File: config.mk
export PLATFORM = sky130hd
export DESIGN_NAME = btn_debounce_flat
export DESIGN_NICKNAME = d
export VERILOG_FILES = /design/src/rtl/btn_pkg.sv /design/src/rtl/btn_debounce_if.sv /design/src/rtl/btn_debounce_ch.sv /design/src/rtl/btn_debounce.sv /design/src/flat_wrapper.sv
export SDC_FILE = /design/constraint.sdc
export NUM_CORES = 1
export LEC_CHECK = 0
export ABC_AREA = 1
export CORE_MARGIN = 2
export CORE_UTILIZATION = 40
export DETAILED_ROUTE_END_ITERATION = 10
export PLACE_DENSITY = 0.53
export SYNTH_ARGS = -nofsm -noshare
export SYNTH_HDL_FRONTEND = slang
export SYNTH_HIERARCHICAL = 1
export SYNTH_SLANG_ARGS = --single-unit
File: constraint.sdc
create_clock -name clk -period 2.4 [get_ports clk]
set_clock_uncertainty 0.1 [all_clocks]
set_input_delay 0.48 -clock clk [delete_from_list [all_inputs] [get_ports clk]]
set_output_delay 0.48 -clock clk [all_outputs]
set_load 0.1 [all_outputs]
File: src/rtl/btn_pkg.sv
// Shared types and defaults for the push-button debounce front end.
package btn_pkg;

  typedef enum logic [1:0] {
    IDLE,
    PRESS_WAIT,
    HELD,
    RELEASE_WAIT
  } btn_state_t;

  // Defaults assume a 100 MHz system clock.
  localparam int unsigned DEF_DB_CYCLES     = 1_000_000;
  localparam int unsigned DEF_REPEAT_DELAY  = 50_000_000;
  localparam int unsigned DEF_REPEAT_PERIOD = 10_000_000;

  function automatic int unsigned cnt_width(input int unsigned n);
    return (n < 2) ? 1 : $clog2(n);
  endfunction

endpackage

File: src/rtl/btn_debounce_if.sv
// Button bundle between the board pins and the debounce block.
interface btn_debounce_if #(
  parameter int unsigned NUM_BTN = 5
);
  logic [NUM_BTN-1:0] btn_raw;
  logic [NUM_BTN-1:0] btn_level;
  logic [NUM_BTN-1:0] btn_press;
  logic [NUM_BTN-1:0] btn_release;

  modport master (output btn_raw, input btn_level, btn_press, btn_release);
  modport slave  (input btn_raw, output btn_level, btn_press, btn_release);
endinterface

File: src/rtl/btn_debounce_ch.sv
// One button channel: 2-FF synchroniser, debounce FSM and, when BTN_REPEAT_EN
// is defined, an auto-repeat counter that re-pulses press while the button is held.
module btn_debounce_ch
  import btn_pkg::*;
#(
  parameter int unsigned DB_CYCLES     = DEF_DB_CYCLES,
  parameter int unsigned REPEAT_DELAY  = DEF_REPEAT_DELAY,
  parameter int unsigned REPEAT_PERIOD = DEF_REPEAT_PERIOD
) (
  input  logic clk,
  input  logic rst_n,
  input  logic raw_i,
  output logic level_o,
  output logic press_o,
  output logic release_o
);

  if (DB_CYCLES < 2) begin : g_bad_db
    $error("DB_CYCLES must be at least 2");
  end
  if (REPEAT_DELAY < 1 || REPEAT_PERIOD < 1) begin : g_bad_repeat
    $error("REPEAT_DELAY and REPEAT_PERIOD must be at least 1");
  end

  localparam int unsigned     CW     = cnt_width(DB_CYCLES);
  localparam logic [CW-1:0]   DB_MAX = CW'(DB_CYCLES - 1);

  logic [1:0]    sync_q;
  logic          sync;
  btn_state_t    state_q, state_d;
  logic [CW-1:0] cnt_q, cnt_d;
  logic          press_q, press_d;
  logic          release_q, release_d;
  logic          level_q, level_d;
  logic          accept_press;
  logic          rep_pulse;

  assign sync = sync_q[1];

  // NOTE: every variable driven here gets a default first, so no path leaves
  // it unassigned and no latch is inferred.
  always_comb begin
    state_d      = state_q;
    cnt_d        = cnt_q;
    accept_press = 1'b0;
    release_d    = 1'b0;
    case (state_q)
      IDLE: begin
        if (sync) begin
          state_d = PRESS_WAIT;
          cnt_d   = '0;
        end
      end
      PRESS_WAIT: begin
        if (!sync) begin
          state_d = IDLE;
        end else if (cnt_q == DB_MAX) begin
          state_d      = HELD;
          accept_press = 1'b1;
        end else begin
          cnt_d = cnt_q + CW'(1);
        end
      end
      HELD: begin
        if (!sync) begin
          state_d = RELEASE_WAIT;
          cnt_d   = '0;
        end
      end
      RELEASE_WAIT: begin
        if (sync) begin
          state_d = HELD;
        end else if (cnt_q == DB_MAX) begin
          state_d   = IDLE;
          release_d = 1'b1;
        end else begin
          cnt_d = cnt_q + CW'(1);
        end
      end
      default: state_d = IDLE;
    endcase
  end

  assign press_d = accept_press | rep_pulse;
  assign level_d = (state_d == HELD) || (state_d == RELEASE_WAIT);

  // NOTE: sequential state uses non-blocking assignments so every register
  // samples its pre-edge inputs regardless of statement order.
  always_ff @(posedge clk) begin
    if (!rst_n) begin
      sync_q    <= '0;
      state_q   <= IDLE;
      cnt_q     <= '0;
      press_q   <= 1'b0;
      release_q <= 1'b0;
      level_q   <= 1'b0;
    end else begin
      sync_q    <= {sync_q[0], raw_i};
      state_q   <= state_d;
      cnt_q     <= cnt_d;
      press_q   <= press_d;
      release_q <= release_d;
      level_q   <= level_d;
    end
  end

`ifdef BTN_REPEAT_EN
  localparam int unsigned    REP_N      = (REPEAT_DELAY > REPEAT_PERIOD) ? REPEAT_DELAY
                                                                        : REPEAT_PERIOD;
  localparam int unsigned    RCW        = cnt_width(REP_N);
  localparam logic [RCW-1:0] DELAY_MAX  = RCW'(REPEAT_DELAY - 1);
  localparam logic [RCW-1:0] PERIOD_MAX = RCW'(REPEAT_PERIOD - 1);

  logic [RCW-1:0] rep_q, rep_d;
  logic           rep_arm_q, rep_arm_d;

  // rep_arm_q selects the period once the first (longer) delay has elapsed.
  always_comb begin
    rep_d     = rep_q;
    rep_arm_d = rep_arm_q;
    rep_pulse = 1'b0;
    if (state_q == HELD && sync) begin
      if (rep_q == (rep_arm_q ? PERIOD_MAX : DELAY_MAX)) begin
        rep_pulse = 1'b1;
        rep_d     = '0;
        rep_arm_d = 1'b1;
      end else begin
        rep_d = rep_q + RCW'(1);
      end
    end else if (state_d == IDLE) begin
      rep_d     = '0;
      rep_arm_d = 1'b0;
    end
  end

  always_ff @(posedge clk) begin
    if (!rst_n) begin
      rep_q     <= '0;
      rep_arm_q <= 1'b0;
    end else begin
      rep_q     <= rep_d;
      rep_arm_q <= rep_arm_d;
    end
  end
`else
  assign rep_pulse = 1'b0;
`endif

  assign level_o   = level_q;
  assign press_o   = press_q;
  assign release_o = release_q;

endmodule

File: src/rtl/btn_debounce.sv
// Debounce/edge-detect front end for NUM_BTN independent push-buttons.
// Define BTN_REPEAT_EN to add auto-repeat press pulses while a button is held.
module btn_debounce
  import btn_pkg::*;
#(
  parameter int unsigned NUM_BTN       = 5,
  parameter int unsigned DB_CYCLES     = DEF_DB_CYCLES,
  parameter int unsigned REPEAT_DELAY  = DEF_REPEAT_DELAY,
  parameter int unsigned REPEAT_PERIOD = DEF_REPEAT_PERIOD
) (
  input  logic           clk,
  input  logic           rst_n,
  btn_debounce_if.slave  btn
);

  logic [NUM_BTN-1:0] level_w;
  logic [NUM_BTN-1:0] press_w;
  logic [NUM_BTN-1:0] release_w;

  for (genvar i = 0; i < NUM_BTN; i++) begin : g_ch
    btn_debounce_ch #(
      .DB_CYCLES    (DB_CYCLES),
      .REPEAT_DELAY (REPEAT_DELAY),
      .REPEAT_PERIOD(REPEAT_PERIOD)
    ) u_ch (
      .clk      (clk),
      .rst_n    (rst_n),
      .raw_i    (btn.btn_raw[i]),
      .level_o  (level_w[i]),
      .press_o  (press_w[i]),
      .release_o(release_w[i])
    );
  end

  assign btn.btn_level   = level_w;
  assign btn.btn_press   = press_w;
  assign btn.btn_release = release_w;

endmodule

File: src/flat_wrapper.sv
// flat-port wrapper written by rule: the top's interface ports become plain ports
module btn_debounce_flat import btn_pkg::*;
#(
  parameter int unsigned NUM_BTN       = 5,
  parameter int unsigned DB_CYCLES     = DEF_DB_CYCLES,
  parameter int unsigned REPEAT_DELAY  = DEF_REPEAT_DELAY,
  parameter int unsigned REPEAT_PERIOD = DEF_REPEAT_PERIOD
)
  (clk, rst_n, btn_btn_raw, btn_btn_level, btn_btn_press, btn_btn_release);
  btn_debounce_if #(.NUM_BTN(NUM_BTN)) btn_i ();
  input  logic clk;
  input  logic rst_n;
  input wire logic [$bits(btn_i.btn_raw)-1:0] btn_btn_raw;
  output wire logic [$bits(btn_i.btn_level)-1:0] btn_btn_level;
  output wire logic [$bits(btn_i.btn_press)-1:0] btn_btn_press;
  output wire logic [$bits(btn_i.btn_release)-1:0] btn_btn_release;
  assign btn_i.btn_raw = btn_btn_raw;
  assign btn_btn_level = btn_i.btn_level;
  assign btn_btn_press = btn_i.btn_press;
  assign btn_btn_release = btn_i.btn_release;
  btn_debounce #(.NUM_BTN(NUM_BTN), .DB_CYCLES(DB_CYCLES), .REPEAT_DELAY(REPEAT_DELAY), .REPEAT_PERIOD(REPEAT_PERIOD)) u_core (.clk(clk), .rst_n(rst_n), .btn(btn_i));
endmodule
==> results list <==
* CP Buf/Inv Count: 0
- In this run the remaining antenna-violating nets after routing total 0.
* Clock-pin slew reported for the worst setup and hold paths after clock tree synthesis: 0.06 ns
* Maximum fanout along the worst path: 14
- GR Util All Layers: 19.1%
* Post-CTS Repair Setup Buffers: 0
* Fraction of post-synthesis cell area in the top cell type by area: 34.2%
- Number of primary I/O pins: 22
- The kind of cell with the highest combined delay along the critical path is simple AND/OR/NAND/NOR gates.
- After floorplanning, the core was sized to cover 18800 um2.
- The first global-routing pass estimated 31.9 mm of wire.
- Maximum number of pins on one net before global-route repair: 30
* CP Class: register to register
* Synth Net Count: 1279
- The die covers 20300 um2.
- Areal power density over the cells: 570 nW/um2
- The number of antenna violations at the first check in global routing is 0.
* Drt first-iter violations: 358
- Setup violations remaining at the end of the flow were counted as 0.
- The die is 143 um wide.
- TritonCTS built the clock tree.
* Worst path required time: 2.59 ns
- Cell at the root of the clock tree: sky130_fd_sc_hd__clkbuf_16
* Endpoints failing hold: 0
- sky130_fd_sc_hd__dfxtp_1 takes more of the synthesized area than any other cell.
- Max-slew headroom: 69.1%
- Worst r2r path cells: 8
* Initial core utilization: 40.9%
- Post-CTS Resized: 0
- Routed via count divided by cell count: 4.71
- The floorplan step set the die height to 143 um.
* H-tree levels: 4
- In the routed design, unresolved DRC markers number 0.
- CP startpoint kind: register
- Drt pass-1 iters: 5
- Transition time at the pin with the least slew margin: 0.464 ns
- Cell area after synthesis: 7680 um2
* Worst reg-to-reg setup slack: 0.25 ns
- Path category of the worst min-delay check: register to register
- CP arrival: 2.34 ns
- Dpl cells: 1518
* Setup ws final: 0.251 ns
- Number of input and output port buffers inserted: 21
- Layout overhead on the synthesized area: 13.7%
* WL per Instance: 11.8 um
* Final antenna diode count: 0
- WHS Path Cells: 2
- Clk buf depth: 2
- Part of the cycle the worst path needs: 89.5%
- Ranking of synthesized cells by area: sky130_fd_sc_hd__dfxtp_1 (34%), sky130_fd_sc_hd__nor2_1 (16%), sky130_fd_sc_hd__nand2_1 (14%), sky130_fd_sc_hd__nand3_1 (8.7%), sky130_fd_sc_hd__inv_1 (7.4%)
- Warnings from Yosys: 6
- After technology mapping, the gate count stands at 1267.
- Number of core rows: 50
- The post-route netlist has 11.0% of its cells at a drive strength greater than 1.
- For this design, the CTS-stage hold fixing added 0 buffers.
- The clock drives 131 sinks.
- After global routing the overflow that remains totals 0.
- Clock tree synthesis inserted a total of 17 buffers.
- Logic depth of the worst setup path including buffers: 8
- Worst Setup End Kind: register
- Highest clock frequency the design can meet: 465 MHz
- Fin Setup TNS: 0 ns
- After synthesis the netlist holds a flip-flop and latch count of 131.
* Post-synthesis average cell area: 6.06 um2
- Cell with the largest stage delay on the worst path: sky130_fd_sc_hd__dfxtp_1
- The final layout contains routed wiring with a total length of 18.4 mm.
- Clock period minus final worst setup slack: 2.15 ns
* RSZ-0062 raised after global routing: false
- OpenSTA, run right after detailed placement, puts the worst setup slack at 0.263 ns.
- HPWL Detailed: 13.5 mm
* Share of the yosys chip area belonging to registers: 34.2%
- Maximum vdd ir drop: 0.451 mV
* End of the worst register-to-register path: u_core/g_ch[3].u_ch/cnt_q[9]
* Worst stage delay on the critical path: 0.42 ns
- Number of violations of the max-capacitance limit: 0
- End of the critical path: u_core/g_ch[3].u_ch/cnt_q[9]
- For this run, the number of standard cells in the final layout without fillers is 1549.
- Overall via count from detail_route: 7291
- Last weighted congestion value of the routability-driven placer: 0.828
- Cells along the critical path: ha_1 -> nand2_1 -> nor2_4 -> nand3_1 -> nand2_2 -> nor2_1 -> nor2_1 -> nor2_1
* Launch point of the worst path: u_core/g_ch[3].u_ch/cnt_q[0]
* Number of nets in the layout: 1315
- The number of global-route vias before repair is 6768.
- The synthesized netlist contains 28 unique library cells.
- Leakage power total: 0.00335 uW
* Clock latency of the later-clocked register in the worst-skew pair: 0.41 ns
* Status: finished clean
* Final slew viol count: 0
* Most frequent cells in the layout: sky130_fd_sc_hd__nor2_1 (329), sky130_fd_sc_hd__nand2_1 (294), sky130_fd_sc_hd__inv_1 (151)
* Most Frequent Cell on Critical Path: sky130_fd_sc_hd__nor2_1
- Most frequent standard cell in the layout excluding fill and tap cells: sky130_fd_sc_hd__nor2_1
* Final hold slack: 0.312 ns
- The startpoint identified for the worst register-to-register timing path is u_core/g_ch[3].u_ch/cnt_q[0].
-- worst min path at each step --
stage	startpoint	end	slack (ns)
2_1_floorplan	u_core/g_ch[0].u_ch/sync_q[0]	u_core/g_ch[0].u_ch/sync_q[1]	0.29
3_3_place_gp	u_core/g_ch[1].u_ch/sync_q[0]	u_core/g_ch[1].u_ch/sync_q[1]	0.29
3_5_place_dp	u_core/g_ch[1].u_ch/sync_q[0]	u_core/g_ch[1].u_ch/sync_q[1]	0.30
4_1_cts	u_core/g_ch[2].u_ch/sync_q[0]	u_core/g_ch[2].u_ch/sync_q[1]	0.31
5_1_grt	u_core/g_ch[1].u_ch/sync_q[0]	u_core/g_ch[1].u_ch/sync_q[1]	0.34
6_report	u_core/g_ch[2].u_ch/sync_q[0]	u_core/g_ch[2].u_ch/sync_q[1]	0.31
-- routing by layer --
metal,vias up,global-route usage (%),share of wire (%)
li1,4007,-,-
met2,66,32.1,47
met5,-,0,0
met1,3205,25.2,50
met3,13,3.43,2.4
met4,0,5.26,1.1
-- area by class of cell --
class | count | area, um2
Tap cell | 234 | 293
Fill cell | 2004 | 10000
Multi-Input combinational cell | 936 | 4220
Inverter | 180 | 697
Clock buffer | 17 | 425
Timing Repair Buffer | 37 | 305
Clock inverter | 14 | 164
Sequential cell | 131 | 2620
-- worst min-delay path, stage by stage, from the launching register on --
cell and delay (ns):
sky130_fd_sc_hd__dfxtp_1 0.30, sky130_fd_sc_hd__nand2_1 0.05, sky130_fd_sc_hd__inv_1 0.04
-- cells in the mapped netlist --
cell type                  count
sky130_fd_sc_hd__clkinv_4      4
sky130_fd_sc_hd__nand3_2      12
sky130_fd_sc_hd__o21ai_0      14
sky130_fd_sc_hd__buf_2         5
sky130_fd_sc_hd__dfxtp_1     131
sky130_fd_sc_hd__o21bai_1      5
sky130_fd_sc_hd__nand2_1     294
sky130_fd_sc_hd__nand3_1     133
sky130_fd_sc_hd__buf_6         5
sky130_fd_sc_hd__nand2_2      11
sky130_fd_sc_hd__clkbuf_1      5
sky130_fd_sc_hd__buf_4         5
sky130_fd_sc_hd__a211oi_1      2
sky130_fd_sc_hd__nor2_2       25
sky130_fd_sc_hd__nor2_1      329
sky130_fd_sc_hd__clkinv_1      1
sky130_fd_sc_hd__nor2_4        7
sky130_fd_sc_hd__nand3b_1      5
sky130_fd_sc_hd__inv_2        23
sky130_fd_sc_hd__nand4_1      25
sky130_fd_sc_hd__nor3_1        5
sky130_fd_sc_hd__xor2_1       10
sky130_fd_sc_hd__clkinv_2      1
sky130_fd_sc_hd__xnor2_1       5
sky130_fd_sc_hd__nor4_1       10
sky130_fd_sc_hd__ha_1          5
sky130_fd_sc_hd__a21oi_1      39
sky130_fd_sc_hd__inv_1       151
-- per-stage QoR --
step	total power [uW]	area, um2	util (%)
after floorplan	2360	7680	-
after detailed placement	2430	8140	43.4
final	4970	8730	46.5
after global placement	2430	8140	43.4
after global routing	5180	8730	46.5
after CTS	5070	8730	46.5
-- state kept, by name (all words and copies together), names as in the netlist --
name,cells
u_core/g_ch.u_ch/state_q,10
u_core/g_ch.u_ch/level_o,1
u_core/g_ch.u_ch/sync_q,10
u_core/g_ch.u_ch/press_o,5
u_core/g_ch.u_ch/cnt_q,100
u_core/g_ch.u_ch/release_o,5
-- report_power, final --
group / leakage, uW / switching (uW) / internal [uW]
clock network: 0.000285 / 976 / 1620
registers: 0.00106 / 12.8 / 2190
logic: 0.00201 / 128 / 46.6
-- logic make-up after synthesis --
kind of cell | count (synthesis) | synth area share [%]
AND/OR/NAND/NOR | 856 | 48.3
buffers and inverters | 200 | 10.9
flip-flops | 131 | 34.2
AO/OA/AOI/OAI | 60 | 4.14
XOR/XNOR | 15 | 1.71
adder cells (fa/ha/maj) | 5 | 0.815
No activity file was read; power rests on OpenSTA's default activity.
